File: config.mk
export PLATFORM = sky130hd
export DESIGN_NAME = prio_enc_pipe
export DESIGN_NICKNAME = d
export VERILOG_FILES = /design/src/rtl/prio_enc_pipe.sv
export SDC_FILE = /design/constraint.sdc
export NUM_CORES = 1
export LEC_CHECK = 0
export CORE_MARGIN = 1.5
export CORE_UTILIZATION = 44
export CTS_BUF_LIST = sky130_fd_sc_hd__clkbuf_8
export DETAILED_ROUTE_END_ITERATION = 16
export PLACE_DENSITY_LB_ADDON = 0.1
export REMOVE_ABC_BUFFERS = 1
export SLEW_MARGIN = 20
export SYNTH_ARGS = -nofsm -noshare
export SYNTH_HDL_FRONTEND = slang
export SYNTH_SLANG_ARGS = --single-unit
File: constraint.sdc
create_clock -name clk -period 3.3 [get_ports clk]
set_clock_uncertainty 0.1 [all_clocks]
set_input_delay 0.495 -clock clk [delete_from_list [all_inputs] [get_ports clk]]
set_output_delay 0.495 -clock clk [all_outputs]
set_load 0.01 [all_outputs]
File: src/rtl/prio_enc_pipe.sv
// prio_enc_pipe: two-stage pipelined priority encoder with valid/ready on
// both sides. N request bits are split into N/GROUP groups; stage 1 encodes
// each group locally, stage 2 picks the highest non-empty group and builds
// the full index {group, local index}. Bit N-1 has the highest priority.
//
// Optional feature macro: ENC_MULTIHOT_FLAG_EN
//   defined   -> per-group multi-hot flags, group-collision detection,
//                out_multi and the saturating err_cnt are built.
//   undefined -> out_multi and err_cnt are tied to 0; encoding, latency and
//                handshake are unchanged.

// Local encoder for one group of request bits.
module prio_enc_grp #(
    parameter int GROUP = 8,
    parameter int LW    = $clog2(GROUP)
) (
    input  logic [GROUP-1:0] bits,
    output logic             any,
    output logic [LW-1:0]    lidx
`ifdef ENC_MULTIHOT_FLAG_EN
    ,
    output logic             many
`endif
);

    // Highest set bit wins: scan upward so the last hit is the top one.
    always_comb begin
        any  = 1'b0;
        lidx = '0;
        for (int i = 0; i < GROUP; i++) begin
            if (bits[i]) begin
                any  = 1'b1;
                lidx = i[LW-1:0];
            end
        end
    end

`ifdef ENC_MULTIHOT_FLAG_EN
    // A second set bit seen after the first one marks the group multi-hot.
    always_comb begin
        logic seen;
        seen = 1'b0;
        many = 1'b0;
        for (int i = 0; i < GROUP; i++) begin
            if (bits[i]) begin
                if (seen) many = 1'b1;
                seen = 1'b1;
            end
        end
    end
`endif

endmodule

module prio_enc_pipe #(
    parameter int N     = 16,
    parameter int GROUP = 8
) (
    input  logic                 clk,
    input  logic                 rst,
    input  logic                 in_valid,
    output logic                 in_ready,
    input  logic [N-1:0]         in_req,
    output logic                 out_valid,
    input  logic                 out_ready,
    output logic [$clog2(N)-1:0] out_idx,
    output logic                 out_zero,
    output logic                 out_multi,
    output logic [7:0]           err_cnt
);

    localparam int G  = N / GROUP;
    localparam int LW = $clog2(GROUP);
    localparam int GW = $clog2(G);
    localparam int IW = $clog2(N);

    // ------------------------------------------------------------------
    // Handshake: each stage moves when its successor can take the data.
    // in_ready is the only combinational path (from out_ready).
    // ------------------------------------------------------------------
    logic v1, v2;
    logic adv1, adv2;

    assign adv2     = !v2 || out_ready;
    assign adv1     = !v1 || adv2;
    assign in_ready = adv1;
    assign out_valid = v2;

    // ------------------------------------------------------------------
    // Stage 1: per-group local encoders (combinational) and their registers
    // ------------------------------------------------------------------
    logic [G-1:0]         any_c;
    logic [G-1:0][LW-1:0] lidx_c;
    logic [G-1:0]         any1;
    logic [G-1:0][LW-1:0] lidx1;
`ifdef ENC_MULTIHOT_FLAG_EN
    logic [G-1:0]         many_c;
    logic [G-1:0]         many1;
`endif

    for (genvar gi = 0; gi < G; gi++) begin : g_grp
        prio_enc_grp #(
            .GROUP (GROUP),
            .LW    (LW)
        ) u_grp (
            .bits (in_req[gi*GROUP +: GROUP]),
            .any  (any_c[gi]),
            .lidx (lidx_c[gi])
`ifdef ENC_MULTIHOT_FLAG_EN
            ,
            .many (many_c[gi])
`endif
        );
    end

    // Stage-1 register: load a new word whenever the stage can advance.
    always_ff @(posedge clk) begin
        if (rst) begin
            v1    <= 1'b0;
            any1  <= '0;
            lidx1 <= '0;
        end else if (adv1) begin
            v1 <= in_valid;
            if (in_valid) begin
                any1  <= any_c;
                lidx1 <= lidx_c;
            end
        end
    end

`ifdef ENC_MULTIHOT_FLAG_EN
    // Stage-1 multi-hot flags follow the same load condition as the data.
    always_ff @(posedge clk) begin
        if (rst) begin
            many1 <= '0;
        end else if (adv1 && in_valid) begin
            many1 <= many_c;
        end
    end
`endif

    // ------------------------------------------------------------------
    // Stage 2: pick the highest non-empty group and form the full index
    // ------------------------------------------------------------------
    logic [GW-1:0] sel_g;
    logic [IW-1:0] idx_c;
    logic          zero_c;

    // Highest group with any set bit; an all-empty word falls out as index 0.
    always_comb begin
        sel_g = '0;
        for (int g = 0; g < G; g++) begin
            if (any1[g]) sel_g = g[GW-1:0];
        end
        zero_c = ~|any1;
        idx_c  = {sel_g, lidx1[sel_g]};
    end

`ifdef ENC_MULTIHOT_FLAG_EN
    logic multi_c;

    // Multi-hot if any group has several bits or several groups are hit.
    always_comb begin
        logic seen;
        logic coll;
        seen = 1'b0;
        coll = 1'b0;
        for (int g = 0; g < G; g++) begin
            if (any1[g]) begin
                if (seen) coll = 1'b1;
                seen = 1'b1;
            end
        end
        multi_c = (|many1) || coll;
    end
`endif

    // Stage-2 / output register: hold the result until the consumer takes it.
    always_ff @(posedge clk) begin
        if (rst) begin
            v2       <= 1'b0;
            out_idx  <= '0;
            out_zero <= 1'b0;
        end else if (adv2) begin
            v2 <= v1;
            if (v1) begin
                out_idx  <= idx_c;
                out_zero <= zero_c;
            end
        end
    end

`ifdef ENC_MULTIHOT_FLAG_EN
    // Multi-hot flag travels with the result in the output register.
    always_ff @(posedge clk) begin
        if (rst) begin
            out_multi <= 1'b0;
        end else if (adv2 && v1) begin
            out_multi <= multi_c;
        end
    end

    // Count delivered multi-hot results, sticking at 255.
    always_ff @(posedge clk) begin
        if (rst) begin
            err_cnt <= 8'd0;
        end else if (v2 && out_ready && out_multi && (err_cnt != 8'hFF)) begin
            err_cnt <= err_cnt + 8'd1;
        end
    end
`else
    assign out_multi = 1'b0;
    assign err_cnt   = 8'd0;
`endif

endmodule

==> results of run 1 <==
[placed cells by master, fill, tap and decap left out]
| master | count |
|---|---|
| sky130_fd_sc_hd__nor4_1 | 4 |
| sky130_fd_sc_hd__nand3_1 | 1 |
| sky130_fd_sc_hd__nor2b_1 | 1 |
| sky130_fd_sc_hd__mux2i_1 | 3 |
| sky130_fd_sc_hd__inv_1 | 6 |
| sky130_fd_sc_hd__nand2b_1 | 3 |
| sky130_fd_sc_hd__clkdlybuf4s50_1 | 26 |
| sky130_fd_sc_hd__nand3b_1 | 1 |
| sky130_fd_sc_hd__or4_1 | 1 |
| sky130_fd_sc_hd__o21ai_0 | 4 |
| sky130_fd_sc_hd__nor2_1 | 6 |
| sky130_fd_sc_hd__a311oi_1 | 9 |
| sky130_fd_sc_hd__a21oi_1 | 16 |
| sky130_fd_sc_hd__a221o_1 | 2 |
| sky130_fd_sc_hd__conb_1 | 9 |
| sky130_fd_sc_hd__clkbuf_8 | 3 |
| sky130_fd_sc_hd__dfxtp_1 | 15 |
| sky130_fd_sc_hd__a211oi_1 | 2 |
| sky130_fd_sc_hd__inv_2 | 1 |
[area by class of cell]
class	count	area, um^2	share of cell area
Inverter	6	22.5	0.0221
Sequential cell	15	300	0.295
Clock buffer	3	41.3	0.0405
Timing Repair Buffer	26	260	0.256
Tap cell	16	20.0	0.0197
Multi-Input combinational cell	62	370	0.364
Clock inverter	1	3.75	0.00369
[flip-flops by register name, indices dropped and copies added, names as in the netlist]
signal and flops:
any1 2, lidx1 6, out_idx 4, out_valid 1, out_zero 1, v1 1
[routing by layer]
layer / GRT usage / up-vias / wire [um]
met2: 0.307 / 30 / 740
met3: 0.0490 / 4 / 92
met1: 0.197 / 300 / 659
met5: 0 / - / 0
li1: - / 357 / -
met4: 0.145 / 0 / 49
[worst max path at each step]
stage          startpoint  endpoint  cells past startpoint
2_1_floorplan   out_ready  in_ready                      1
3_3_place_gp    out_ready  in_ready                      3
3_5_place_dp    out_ready  in_ready                      3
4_1_cts         out_ready  in_ready                      3
5_1_grt         out_ready  in_ready                      3
6_report        out_ready  in_ready                      3
[Yosys cell counts (all sizes together)]
master	count	share of area
dfxtp	15	0.40
a311oi	9	0.10
conb	1	0.0049
mux2i	3	0.040
nand3	1	0.0066
a21oi	16	0.11
nand3b	1	0.0099
nor2b	1	0.0083
nor2	6	0.030
clkbuf	4	0.021
nor4	4	0.033
a221o	2	0.026
nand2b	3	0.025
buf	10	0.10
o21ai	4	0.026
inv	6	0.030
or4	1	0.0099
a211oi	2	0.020
[power by group through the flow]
| stage | Combinational, mW | Clock [mW] | Sequential (mW) |
|---|---|---|---|
| final | 0.0779 | 0.144 | 0.204 |
| after global routing | 0.0864 | 0.152 | 0.205 |
| after CTS | 0.0779 | 0.146 | 0.204 |
| after detailed placement | 0.0778 | 0 | 0.207 |
| after global placement | 0.0760 | 0 | 0.207 |
| after floorplan | 0.0315 | 0 | 0.208 |
[per-stage QoR]
| step | util | setup slack (ns) | total power, mW | cell area (um^2) |
|---|---|---|---|---|
| 3_5_place_dp | 0.624 | 0.825 | 0.285 | 973 |
| 3_3_place_gp | 0.624 | 0.844 | 0.283 | 973 |
| 2_1_floorplan | - | 1.89 | 0.239 | 693 |
| 5_1_grt | 0.653 | 0.761 | 0.443 | 1020 |
| 4_1_cts | 0.653 | 0.812 | 0.427 | 1020 |
| 6_report | 0.653 | 0.813 | 0.426 | 1020 |
[logic make-up after synthesis]
kind of cell / count (synthesis) / synth area share
AOI/OAI and AO/OA: 33 / 0.282
other: 1 / 0.00495
DFF: 15 / 0.396
muxes: 3 / 0.0396
buffers and inverters: 20 / 0.155
and+or+nand+nor: 17 / 0.122
[worst max-delay path, cell delays in order]
cell	delay, ns
sky130_fd_sc_hd__clkdlybuf4s50_1	0.49
sky130_fd_sc_hd__nand3b_1	0.31
sky130_fd_sc_hd__clkdlybuf4s50_1	0.61
==> results by stage, run 1 <==
STA:
- The final max-slew violation count is 0.
- The number of failing hold endpoints at the final stage was 0.
- The clock period minus final worst setup slack is 2.49 ns.
- The portion of the clock cycle consumed by the worst path in the final layout is 0.754.
- In the final timing run, aggregate negative setup slack is 0 ns.
- Setup repair after global routing left no endpoint under its margin.
- Setup violations remaining at the end of the flow were counted as 0.
- The worst slew slack as a fraction of its limit is 0.608.
- The achievable clock frequency is 402 MHz.
- The tightest hold path in the finished design has a slack of 0.371 ns.
- At the pin with the least slew margin, the transition time is 0.588 ns.

Clock tree:
- The later pin in the worst-skew pair is clocked with a latency of 0.25 ns.
- After clock tree synthesis, the flow added hold-fix buffers numbering 0.
- For this design, the sink count on the clock tree is 15.
- The cell at the root of the clock tree is sky130_fd_sc_hd__clkbuf_8.
- Buffers added to address setup during post-CTS repair amount to 0.
- In this run, CTS created clock tree buffers numbering 3.
- The CTS tree is yes.
- After clock tree synthesis, the clock-pin slew on the worst setup and hold paths is 0.06 ns.
- In this run the number of H-tree levels came out at 1.
- No sink is reached through more buffers than the 2 on the longest clock path.
- Post-CTS repair changed the size of 0 cells.

Power:
- The fraction of power spent switching nets is 0.248.
- The worst-case IR drop observed on VDD is 0.232 mV.
- Of the total power, registers draw 0.478.
- The total power divided by cell area is 418 nW/um^2.
- The analysis attributes to net switching a power of 106 uW.
- For this design the static power due to leakage is 0.391 nW.
- The logic gate share of total power is 0.183.
- Of the total power, the clock network draws 0.339.
- Cell internal power was estimated by the tool at 320 uW.

Floorplanning:
- The effective utilization at floorplan is 0.486.
- The number of primary I/O pins is 36.
- The placeable core region is 1560 um^2.
- From left edge to right edge, the die measures 44.5 um.
- The die span in y is 44.5 um.
- The die covers 1980 um^2.
- The standard-cell row count is 14.

GRT:
- After global routing the overflow that remains totals 0.
- The global-route wire length before repair is 2580 um.
- The overall global routing resource usage is 0.185.
- Entering global routing, the biggest net connects 16 pins.
- The number of antenna violations at the first check in global routing is 0.
- The number of global-route vias before repair came to 639.

Outcome:
- The checks that failed: DRC.
- The flow ran to the end, but the final reports show violations.

Detailed routing:
- The remaining number of nets flagged by the antenna check after routing is 0.
- In the routed layout, each cell is associated on average with a via count of 5.36.
- The violation count after the first detailed-route iteration is 20.
- In the routed design, unresolved DRC markers number 3.
- The total via count in the routed design is 691.
- The number of search-and-repair iterations in the first detailed-routing pass is 10.
- The detailed-route wire length per cell is 11.9 um.
- The routed wire length is 1540 um.

Cells and area:
- After filler insertion, the fill cell instance count of the layout stands at 141.
- In the final layout, the share of cells above drive strength 1 is 0.0354.
- The finished layout holds 129 standard cells, fillers aside.
- The number of diodes is 0.
- At the end of the flow, the number of nets in the layout was 134.
- The signed area change from the synthesized netlist to the final layout is 34.3%.

Synthesis:
- The share of the Yosys chip area taken by registers is 0.396.
- The synthesized instance count is 89.
- A synthesized cell averages 8.52 um^2.
- The number of warnings issued by yosys is 0.
- The number of synthesized register bits is 15.
- Yosys mapped the design onto 21 distinct sky130hd cell types.
- The synthesized netlist occupies a cell area of 758 um^2.

Flow run:
- Across the run, the number of max-cap violations was 0.

Hold path:
- Along the worst hold path, the cell count comes to 2.
- The end point of the most critical hold path is out_zero$_SDFFE_PP0P_.
- The worst min-delay path category is reg -> reg.
- The worst hold path begins at out_zero$_SDFFE_PP0P_.

Critical path:
- The startpoint kind of the worst setup timing path is an input pin.
- By startpoint and endpoint, the worst setup path is classified as in -> out.
- The worst register-to-register path has a depth of 3.
- Data on the critical path arrives at its endpoint at 1.89 ns.
- The startpoint identified for the worst register-to-register timing path is v1$_SDFFE_PP0N_.
- The capture point of the worst reg-to-reg path is lidx1[5]$_SDFFE_PP0P_.
- The maximum net fanout on the critical path is 10.
- In this run the register-to-register setup slack is 1.84 ns.
- At the worst endpoint, the required time is 2.70 ns.
- STA classifies the critical path endpoint as a primary output.

Placement:
- The routability congestion estimate from global placement is 0.696.
- The cell count after placement is 125.
- The count of port buffers added during placement is 26.
- Once detailed placement completed, the half-perimeter wirelength came to 1200 um.
No activity file was read; power rests on OpenSTA's default activity.
==> run 2, diff against run 1 <==
--- a/config.mk
+++ b/config.mk
@@ -5,8 +5,9 @@
 export SDC_FILE = /design/constraint.sdc
 export NUM_CORES = 1
 export LEC_CHECK = 0
+export CORE_ASPECT_RATIO = 1.4
 export CORE_MARGIN = 1.5
-export CORE_UTILIZATION = 44
+export CORE_UTILIZATION = 41
 export CTS_BUF_LIST = sky130_fd_sc_hd__clkbuf_8
 export DETAILED_ROUTE_END_ITERATION = 16
 export PLACE_DENSITY_LB_ADDON = 0.1
==> constraint.sdc (replaced) <==
create_clock -name clk -period 2.6 [get_ports clk]
set_clock_uncertainty 0.1 [all_clocks]
set_input_delay 0.39 -clock clk [delete_from_list [all_inputs] [get_ports clk]]
set_output_delay 0.39 -clock clk [all_outputs]
set_load 0.01 [all_outputs]
==> run 2 against run 1 <==
  * The run now ends clean
  * Setup slack worse by 0.25 ns
  * Critical path depth stayed put
  * Cell count is 3.9% higher
  * Die area is 7.0% higher
  * Sequential cell count stayed put
  * Register-to-register slack worse by 0.67 ns
  * Total power is 28% higher
  * Clock-buffer cell count stayed put
  * Core utilization is 6.6 points lower
  * Critical path type unchanged
  * Critical endpoint unchanged
  * Largest cell class unchanged
  * Highest routed layer unchanged
==> results by stage, run 2 (synthesis results as in run 1) <==
Outcome:
- The flow ran to the end, and the final reports show no timing, DRC or antenna violations.

Critical path:
- STA classifies the critical path startpoint as an input pin.
- The register-to-register path setup slack is 1.17 ns (-0.67 ns).
- The category of the most critical setup path is in -> out.
- In this run the critical register-to-register path is captured at out_zero$_SDFFE_PP0P_.
- The worst setup path is captured at a primary output.
- The beginning of the worst register-to-register path is v1$_SDFFE_PP0N_.
- The number of cells traversed by the worst register-to-register path is 3 (unchanged).
- The required time of the worst setup path is 2.11 ns (-0.59 ns).
- The maximum net fanout on the critical path is 3 (-7).
- The data arrival time of the critical path is 1.55 ns (-0.34 ns).

Detailed routing:
- The detailed-route wire length per cell is 12.0 um (+0.52%).
- The number of search-and-repair iterations in the first detailed-routing pass was 4 (-6).
- The routed wire length is 1610 um (+4.4%).
- The DRC violation count after routing is 0 (-3).
- The total via count in the routed design came to 699 (+1.2%).
- The remaining number of nets flagged by the antenna check after routing was 0 (unchanged).
- The per-cell via count in the routed design is 5.22 (-2.6%).
- The violation count after the first detailed-route iteration is 3 (-85%).

GRT:
- The pin count of the biggest net entering global routing is 16 (unchanged).
- The number of antenna violations at the first check in global routing was 0 (unchanged).
- The global-route wire length before repair was 2530 um (-2.1%).
- The number of global-route vias before repair is 649 (+1.6%).
- The sum of overflow across all layers after global routing came to 0 (unchanged).
- The overall global routing resource usage came to 0.175 (-0.0102).

Clock tree:
- The CTS tree is yes.
- The CTS clock-pin slew for the worst setup and hold paths is 0.06 ns (about the same).
- The later-pin clock latency in the skew report is 0.25 ns (about the same).
- The number of CTS-inserted buffers is 3 (unchanged).
- The maximum clock insertion buffer count was 2 (unchanged).
- The cts-stage hold buffer count is 0 (unchanged).
- The quantity of gates resized following cts is 0 (unchanged).
- The number of setup buffers added after CTS is 0 (unchanged).
- The clock sink total is 15 (unchanged).
- The cell at the root of the clock tree is sky130_fd_sc_hd__clkbuf_8.
- The number of H-tree branching levels is 1 (unchanged).

Cells and area:
- The post-route cell area is 1030 um^2 (+1.4%).
- The signed area change from the synthesized netlist to the final layout is 36.1%.
- The post-layout net count is 135 (+0.75%).
- In the final layout, the registers with the most flip-flops are lidx1 x6, out_idx x4, any1 x2.
- The fraction of layout cells with a size suffix above 1 is 0.0526 (+0.0172).
- The multi-input gate area in the final layout is 370 um^2 (unchanged).
- The number of diodes is 0 (unchanged).
- The register with the most flip-flops in the final layout is lidx1.
- The flip-flop count of the largest register, all copies and words added is 6 (unchanged).
- The total area of sequential cells is 300 um^2 (unchanged).
- The most common cell after layout, fill and taps aside is sky130_fd_sc_hd__clkdlybuf4s50_1.
- The layout filler cell count is 186 (+32%).
- The top cell types in the final layout, fill and taps aside, are sky130_fd_sc_hd__clkdlybuf4s50_1 (26), sky130_fd_sc_hd__a21oi_1 (16), sky130_fd_sc_hd__dfxtp_1 (15).
- The filler-free cell count of the finished design is 134 (+3.9%).
- The fraction of the core area covered by cells at the end of the flow is 0.588 (-0.0657).

STA:
- The clock period could shrink to 2.04 ns.
- The worst setup margin was 0.565 ns (-0.248 ns).
- The post-route setup TNS is 0 ns (unchanged).
- Setup repair after global routing left no endpoint under its margin.
- The final number of setup-violating endpoints is 0 (unchanged).
- The achievable clock frequency is 491 MHz.
- In the finished design, the share of the clock period the worst path needs comes to 0.783.
- The final max-slew violation count is 0 (unchanged).
- The number of failing hold endpoints at the final stage came to 0 (unchanged).
- The transition time at the pin with the least slew margin is 0.578 ns (-0.00922 ns).
- The worst slew slack as a fraction of its limit came to 0.614 (+0.00615).

Power:
- The register share of total power is 0.477 (about the same).
- The worst supply voltage drop on vdd came to 0.278 mV (+20%).
- The leakage power of the design is 0.393 nW (+0.71%).
- The fraction of power consumed by the clock network was 0.342 (+0.003).
- The internal power component was 408 uW (+27%).
- The power spent charging and discharging nets was 136 uW (+29%).
- The fraction of power spent switching nets is 0.250 (+0.00232).
- The logic gate share of total power is 0.181 (-0.002).
- The total power divided by cell area is 527 nW/um^2 (+26%).

Hold path:
- The worst hold path begins at out_idx[3]$_SDFFE_PP0P_.
- The worst min-delay path category is reg -> reg.
- The number of cells on the worst hold path is 2 (unchanged).
- For hold timing, the worst endpoint is out_idx[3]$_SDFFE_PP0P_.

Floorplanning:
- The horizontal extent of the die is 39.3 um (-12%).
- The standard-cell row count is 18 (+4).
- The effective utilization at floorplan is 0.432 (-0.0547).
- The area of the die was 2120 um^2 (+7.0%).
- The die span in y is 53.9 um (+21%).
- The placeable core region came to 1760 um^2 (+13%).
- The number of primary I/O pins was 36 (unchanged).

Placement:
- The cell count after placement was 130 (+4.0%).
- The half-perimeter wire length of the detailed placement result was 1300 um (+7.9%).
- The routability congestion estimate from global placement is 0.663 (-4.7%).
- The worst slack after detailed placement is 0.523 ns (-0.302 ns).
- The count of port buffers added during placement is 26 (unchanged).
- The placed standard-cell area is 986 um^2 (+1.3%).

Flow run:
- The count of maximum capacitance violations came to 0 (unchanged).
[run 2: cell type report]
class                   instances  share of cell area
multi-input cells              62               0.359
repair buffers                 27               0.259
well taps                      20              0.0242
flip-flops and latches         15               0.291
clock buffers                   3              0.0400
clock inverters                 1             0.00485
inverters                       6              0.0218
[run 2: worst max path at each step]
stage,start,end,slack [ns],depth (start not counted)
CTS,out_ready,in_ready,0.55,3
finish,out_ready,in_ready,0.56,3
floorplan,v1$_SDFFE_PP0N_,out_zero$_SDFFE_PP0P_,1.29,3
global route,out_ready,in_ready,0.51,3
global placement,out_ready,in_ready,0.57,3
detailed placement,in_valid,lidx1[4]$_SDFFE_PP0P_,0.52,4
[run 2: critical path, stage by stage]
cell and delay [ns]:
sky130_fd_sc_hd__clkdlybuf4s50_1 0.48, sky130_fd_sc_hd__nand3b_1 0.13, sky130_fd_sc_hd__clkdlybuf4s50_1 0.54
[run 2: layer usage]
layer / global-route usage / up-vias / share of wire
met5: 0 / - / 0
met4: 0.103 / 0 / 0.012
met3: 0.0372 / 2 / 0.042
met2: 0.336 / 25 / 0.56
met1: 0.159 / 312 / 0.39
li1: - / 360 / -
[run 2: power groups by stage]
stage | sequential [mW] | clock, mW | combinational (mW)
6_report | 0.259 | 0.186 | 0.0983
5_1_grt | 0.261 | 0.204 | 0.109
4_1_cts | 0.259 | 0.195 | 0.0987
3_5_place_dp | 0.264 | 0 | 0.0987
3_3_place_gp | 0.264 | 0 | 0.0962
2_1_floorplan | 0.264 | 0 | 0.0400
[run 2: per-stage QoR]
stage	total power [mW]	hold slack (ns)
5_1_grt	0.575	0.409
6_report	0.544	0.375
2_1_floorplan	0.304	0.359
4_1_cts	0.553	0.375
3_3_place_gp	0.360	0.361
3_5_place_dp	0.363	0.367
